--- src/rtl/riscv_single_pkg.sv ---
// Shared encodings for the single-cycle RV32I subset core: opcodes,
// control enums, the decoded-control bundle and immediate extension.
package riscv_single_pkg;

   localparam logic [6:0] OP_LOAD  = 7'b0000011;
   localparam logic [6:0] OP_STORE = 7'b0100011;
   localparam logic [6:0] OP_RTYPE = 7'b0110011;
   localparam logic [6:0] OP_ITYPE = 7'b0010011;
   localparam logic [6:0] OP_BEQ   = 7'b1100011;
   localparam logic [6:0] OP_JAL   = 7'b1101111;

   localparam logic [2:0] F3_ADD = 3'b000;
   localparam logic [2:0] F3_SLT = 3'b010;
   localparam logic [2:0] F3_OR  = 3'b110;
   localparam logic [2:0] F3_AND = 3'b111;

   typedef enum logic [2:0] {ALU_ADD, ALU_SUB, ALU_AND, ALU_OR, ALU_SLT} alu_ctrl_e;
   typedef enum logic [1:0] {IMM_I, IMM_S, IMM_B, IMM_J} imm_src_e;
   typedef enum logic [1:0] {RES_ALU, RES_MEM, RES_PC4} result_src_e;

   typedef struct packed {
      logic        reg_write;
      logic        mem_write;
      logic        alu_src;
      logic        branch;
      logic        jump;
      imm_src_e    imm_src;
      result_src_e result_src;
      alu_ctrl_e   alu_ctrl;
   } ctrl_t;

   // B and J formats already carry a byte offset with bit 0 forced to 0.
   function automatic logic [31:0] ext_imm(input logic [31:7] ins, input imm_src_e src);
      logic [31:0] imm;
      case (src)
         IMM_I:   imm = {{20{ins[31]}}, ins[31:20]};
         IMM_S:   imm = {{20{ins[31]}}, ins[31:25], ins[11:7]};
         IMM_B:   imm = {{20{ins[31]}}, ins[7], ins[30:25], ins[11:8], 1'b0};
         IMM_J:   imm = {{12{ins[31]}}, ins[19:12], ins[20], ins[30:21], 1'b0};
         default: imm = '0;
      endcase
      return imm;
   endfunction

endpackage

--- src/rtl/riscv_single_regfile.sv ---
// 32x32 register file: two combinational read ports, one write port.
// Reads see the pre-edge contents; x0 is never written and stays 0.
module riscv_single_regfile
   import riscv_single_pkg::*;
(
   input  logic        clk,
   input  logic        reset,
   input  logic [4:0]  ra1,
   input  logic [4:0]  ra2,
   input  logic [4:0]  wa,
   input  logic        we,
   input  logic [31:0] wd,
   output logic [31:0] rd1,
   output logic [31:0] rd2
);

   logic [31:0][31:0] regs;

   always_ff @(posedge clk or negedge reset) begin
      if (!reset)
         regs <= '0;
      else if (we && (wa != 5'd0))
         regs[wa] <= wd;
   end

   assign rd1 = regs[ra1];
   assign rd2 = regs[ra2];

endmodule

--- src/rtl/riscv_single.sv ---
// Single-cycle RV32I subset core: combinational decode, ALU and next-PC
// logic around a PC register and the register file.
module riscv_single
   import riscv_single_pkg::*;
#(
   parameter logic [31:0] RESET_PC = 32'h0000_0000
) (
   input  logic        clk,
   input  logic        reset,
   output logic [31:0] PC,
   input  logic [31:0] Instr,
   output logic        MemWrite,
   output logic [31:0] ALUResult,
   output logic [31:0] WriteData,
   input  logic [31:0] ReadData
);

   ctrl_t       ctrl;
   logic [6:0]  opcode;
   logic [2:0]  funct3;
   logic        funct7_5;
   logic [31:0] rd1, rd2, imm, src_b, result;
   logic [31:0] pc_plus4, pc_target, pc_next;
   logic        zero, reg_we;

   assign opcode   = Instr[6:0];
   assign funct3   = Instr[14:12];
   assign funct7_5 = Instr[30];

   // Unrecognised opcodes fall through with all enables low, i.e. a NOP.
   always_comb begin
      ctrl            = '0;
      ctrl.imm_src    = IMM_I;
      ctrl.result_src = RES_ALU;
      ctrl.alu_ctrl   = ALU_ADD;
      case (opcode)
         OP_LOAD: begin
            ctrl.reg_write  = 1'b1;
            ctrl.alu_src    = 1'b1;
            ctrl.result_src = RES_MEM;
         end
         OP_STORE: begin
            ctrl.mem_write = 1'b1;
            ctrl.alu_src   = 1'b1;
            ctrl.imm_src   = IMM_S;
         end
         OP_RTYPE: begin
            ctrl.reg_write = 1'b1;
            case (funct3)
               F3_ADD:  ctrl.alu_ctrl = funct7_5 ? ALU_SUB : ALU_ADD;
               F3_SLT:  ctrl.alu_ctrl = ALU_SLT;
               F3_OR:   ctrl.alu_ctrl = ALU_OR;
               F3_AND:  ctrl.alu_ctrl = ALU_AND;
               default: ctrl.alu_ctrl = ALU_ADD;
            endcase
         end
         OP_ITYPE: begin
            ctrl.reg_write = 1'b1;
            ctrl.alu_src   = 1'b1;
            case (funct3)
               F3_SLT:  ctrl.alu_ctrl = ALU_SLT;
               F3_OR:   ctrl.alu_ctrl = ALU_OR;
               F3_AND:  ctrl.alu_ctrl = ALU_AND;
               default: ctrl.alu_ctrl = ALU_ADD;
            endcase
         end
         OP_BEQ: begin
            ctrl.branch   = 1'b1;
            ctrl.imm_src  = IMM_B;
            ctrl.alu_ctrl = ALU_SUB;
         end
         OP_JAL: begin
            ctrl.reg_write  = 1'b1;
            ctrl.jump       = 1'b1;
            ctrl.imm_src    = IMM_J;
            ctrl.result_src = RES_PC4;
         end
         default: ;
      endcase
   end

   // Side effects are suppressed while reset is held so a stalled store
   // or write-back never leaks out.
   assign reg_we   = ctrl.reg_write & reset;
   assign MemWrite = ctrl.mem_write & reset;

   riscv_single_regfile u_rf (
      .clk   (clk),
      .reset (reset),
      .ra1   (Instr[19:15]),
      .ra2   (Instr[24:20]),
      .wa    (Instr[11:7]),
      .we    (reg_we),
      .wd    (result),
      .rd1   (rd1),
      .rd2   (rd2)
   );

   assign imm       = ext_imm(Instr[31:7], ctrl.imm_src);
   assign src_b     = ctrl.alu_src ? imm : rd2;
   assign WriteData = rd2;

   always_comb begin
      ALUResult = '0;
      case (ctrl.alu_ctrl)
         ALU_ADD: ALUResult = rd1 + src_b;
         ALU_SUB: ALUResult = rd1 - src_b;
         ALU_AND: ALUResult = rd1 & src_b;
         ALU_OR:  ALUResult = rd1 | src_b;
         ALU_SLT: ALUResult = {31'b0, $signed(rd1) < $signed(src_b)};
         default: ALUResult = '0;
      endcase
   end

   assign zero      = (ALUResult == 32'd0);
   assign pc_plus4  = PC + 32'd4;
   assign pc_target = PC + imm;
   assign pc_next   = ((ctrl.branch & zero) | ctrl.jump) ? pc_target : pc_plus4;

   always_comb begin
      result = ALUResult;
      case (ctrl.result_src)
         RES_MEM: result = ReadData;
         RES_PC4: result = pc_plus4;
         default: result = ALUResult;
      endcase
   end

   always_ff @(posedge clk or negedge reset) begin
      if (!reset)
         PC <= RESET_PC;
      else
         PC <= pc_next;
   end

endmodule

--- config.mk ---
export PLATFORM = sky130hd
export DESIGN_NAME = riscv_single
export DESIGN_NICKNAME = d
export VERILOG_FILES = /design/src/rtl/riscv_single_pkg.sv /design/src/rtl/riscv_single_regfile.sv /design/src/rtl/riscv_single.sv
export SDC_FILE = /design/constraint.sdc
export NUM_CORES = 2
export LEC_CHECK = 0
export CAP_MARGIN = 20
export CORE_MARGIN = 2
export CORE_UTILIZATION = 50
export DETAILED_ROUTE_END_ITERATION = 7
export PLACE_DENSITY = 0.67
export REMOVE_ABC_BUFFERS = 1
export SYNTH_ARGS = -nofsm -noshare
export SYNTH_HDL_FRONTEND = slang
export SYNTH_HIERARCHICAL = 1
export SYNTH_SLANG_ARGS = --single-unit
--- constraint.sdc ---
create_clock -name clk -period 13.65 [get_ports clk]
set_clock_uncertainty 0.15 [all_clocks]
set_input_delay 2.0475 -clock clk [delete_from_list [all_inputs] [get_ports clk]]
set_output_delay 2.0475 -clock clk [all_outputs]
set_load 0.005 [all_outputs]
==> out/qor.csv <==
metric;value;unit
Mapped Cells;5962;
Met2 Routed Length;105;mm
post-route cell area;72600;µm²
antenna viol nets, final;0;
Worst path max stage delay;0.93;ns
dpl hpwl;147;mm
WS Path Type;input port to output pin;
Pwr Density;124;nW/µm²
fin crit share;85.0;%
critical-path cell list;clkdlybuf4s50_1 > and2_4 > buf_12 > a21oi_1 > a31oi_1 > nand3_1 > nor2_1 > a21oi_1 > inv_1 > ha_1 > a211oi_1 > o311ai_1 > a221oi_1 > or3_1 > a311oi_1 > a2111oi_0 > nor3_1 > mux2i_1 > a21oi_1 > inv_1 > clkdlybuf4s50_1;
Worst Path Required;11.45;ns
Cell variety after synth;83;
GRT Util Overall;35.4;%
HP Class;flop to flop;
crit path DAT;9.40;ns
Sw Ratio;32.8;%
Clock Path Buffers;3;
vias in the first global route;50400;
capturing element type of the critical path;output pin;
# setup viols final;0;
yosys warns;6;
NetSw;0.00294;W
Critical Path Start Type;input port;
post-cts resize count;0;
register area share after synthesis;40.6;%
maximum VDD drop;0.113;mV
Vias;51000;
Post-Route Setup TNS;0;ns
met3 WL;22.0;mm
R2R Path Start;u_rf/regs[3]$_DFFE_PN0P_;
total die area;133000;µm²
DRC;0;
dpl cell area;68300;µm²
first-pass GRT wire length;346;mm
max-slew violation count;0;
area delta synth->final;11.3;%
Achievable Freq;0.0862;GHz
Routed met1 length;99.4;mm
antenna violations before repair;8;
Worst-Margin Slew;1.23;ns
P_int;0.00604;W
TritonRoute pass-1 iters;8;
commonest non-fill, non-tap cells in the layout;dfrtp_1 (1056), mux2i_1 (1048), mux2_2 (1003);
cts hold-fix bufs;0;
DR iter-0 viols;5662;
Crit. Startpoint;Instr[20];
ys async rst share;100;%
die height;365;µm
H-tree depth;3;
Util after Layout;56.0;%
slew margin rel.;17.7;%
worst skew pair latency;0.79;ns
total of max-cap violations;0;
initial core utilization;50.3;%
worst r2r path cells;23;
commonest non-fill, non-tap cell in the layout;dfrtp_1;
CTS tree;yes;
cell row count;132;
crit-path most repeated cell;a21oi_1;
final WL;240;mm
synthesized cell area;65200;µm²
clock sinks;1056;
Mean Syn Cell Area;10.9;µm²
Reg clk slew, reported paths;0.06;ns
Hold Startpoint;u_rf/regs[0]$_DFFE_PN0P_;
core box area;129000;µm²
status;finished, final reports clean;
top routing layer in use;met5;
Final GP Congestion;0.978;
largest net degree at the start of global routing;156;
combinational share of power;24.7;%
Overflow after GRT;0;
die width;365;µm
layout cells sized above 1;24.3;%
Post-synth EDFFs;0;
TritonCTS Buffers;116;
Yosys reg bits;1056;
Hold Path Stages;0;
Net count, final;6058;
Main synth FF type;dfrtp_1;
RSZ-0062 raised after global routing;no;
Tmin final;11.60;ns
Seq pwr share;37.4;%
DR WL/cell;31.1;µm
Critical Path Slowest Stage Cell;and2_4;
CTS Root Cell;clkbuf_16;
I/O pin count;163;
leakage;35.4;nW
Hold Vio Cnt, Final;0;
drt via density;6.63;
CP max FO;53;
clock share of power;37.9;%
port bufs;162;
setup bufs post-CTS;0;
[Yosys cell counts (all sizes together) (117+ instances only)]
master,n,share of area [%]
buf,270,2.2
ha,137,2.6
a22oi,215,2.5
mux2,1029,18
inv,117,0.67
a21oi,309,2.4
mux2i,1048,16
nand2,316,1.8
a22o,130,1.7
nand3,230,1.8
nor2,128,0.74
dfrtp,1056,41
clkbuf,276,1.6
[power groups by stage]
stage	logic, W	clock network (W)	registers (W)
global route	0.00235	0.00358	0.00336
finish	0.00222	0.00341	0.00336
CTS	0.00215	0.00344	0.00335
global placement	0.00212	0	0.00340
detailed placement	0.00214	0	0.00341
floorplan	0.00116	0	0.00336
[through the flow]
stage,std cells,power (W),hold WS [ns],setup slack [ns]
floorplan,5416,0.00452,0.223,1.51
detailed placement,7469,0.00555,0.238,2.42
CTS,7689,0.00894,0.251,2.37
global placement,7464,0.00552,0.234,2.28
global route,7696,0.00930,0.259,1.83
finish,7701,0.00898,0.250,2.05
[final cells by class]
cell class	count	area (µm²)
Multi-Input combinational cell	4242	36100
Tap cell	1742	2180
Sequential cell	1056	26400
Clock buffer	185	3660
Timing Repair Buffer	318	3170
Inverter	118	443
Clock inverter	35	522
Fill cell	11100	56900
Antenna cell	5	12.5
[layer usage]
layer  track usage [%]  up-vias
met2              53.3     2496
li1                  -    21700
met4              18.1        8
met5                 0        -
met1              47.2    26200
met3              8.85      615
[kinds of logic after synthesis]
logic type	after synthesis	synth area share, %
xor gates and xnor gates	74	0.995
DFF	1056	40.6
muxes	2077	33.9
buffers and inverters	664	4.50
adders and majority gates	140	2.72
AOI/OAI and AO/OA	1052	10.9
and+or+nand+nor	899	6.42
[registers in the layout (all words and copies together), names as in the netlist]
signal and flops:
PC 32, u_rf/regs 1024
[worst max-delay path, delay by kind of cell]
family	cells	cell delay, ns
compound gates	9	2.87
fa+ha+maj	1	0.35
buf+inv	5	2.02
mux	1	0.11
simple gates	5	1.92
[final timing paths]
kind / end / slack (ns)
max reg2reg: PC[31]$_DFF_PN0_ / 6.16
max in group asynchronous: u_rf/regs[293]$_DFFE_PN0P_ / 8.30
max: ALUResult[24] / 2.05
min reg2reg: u_rf/regs[0]$_DFFE_PN0P_ / 0.25
min: u_rf/regs[0]$_DFFE_PN0P_ / 0.25
min in group asynchronous: u_rf/regs[241]$_DFFE_PN0P_ / 1.09
No activity file was read; power rests on OpenSTA's default activity.
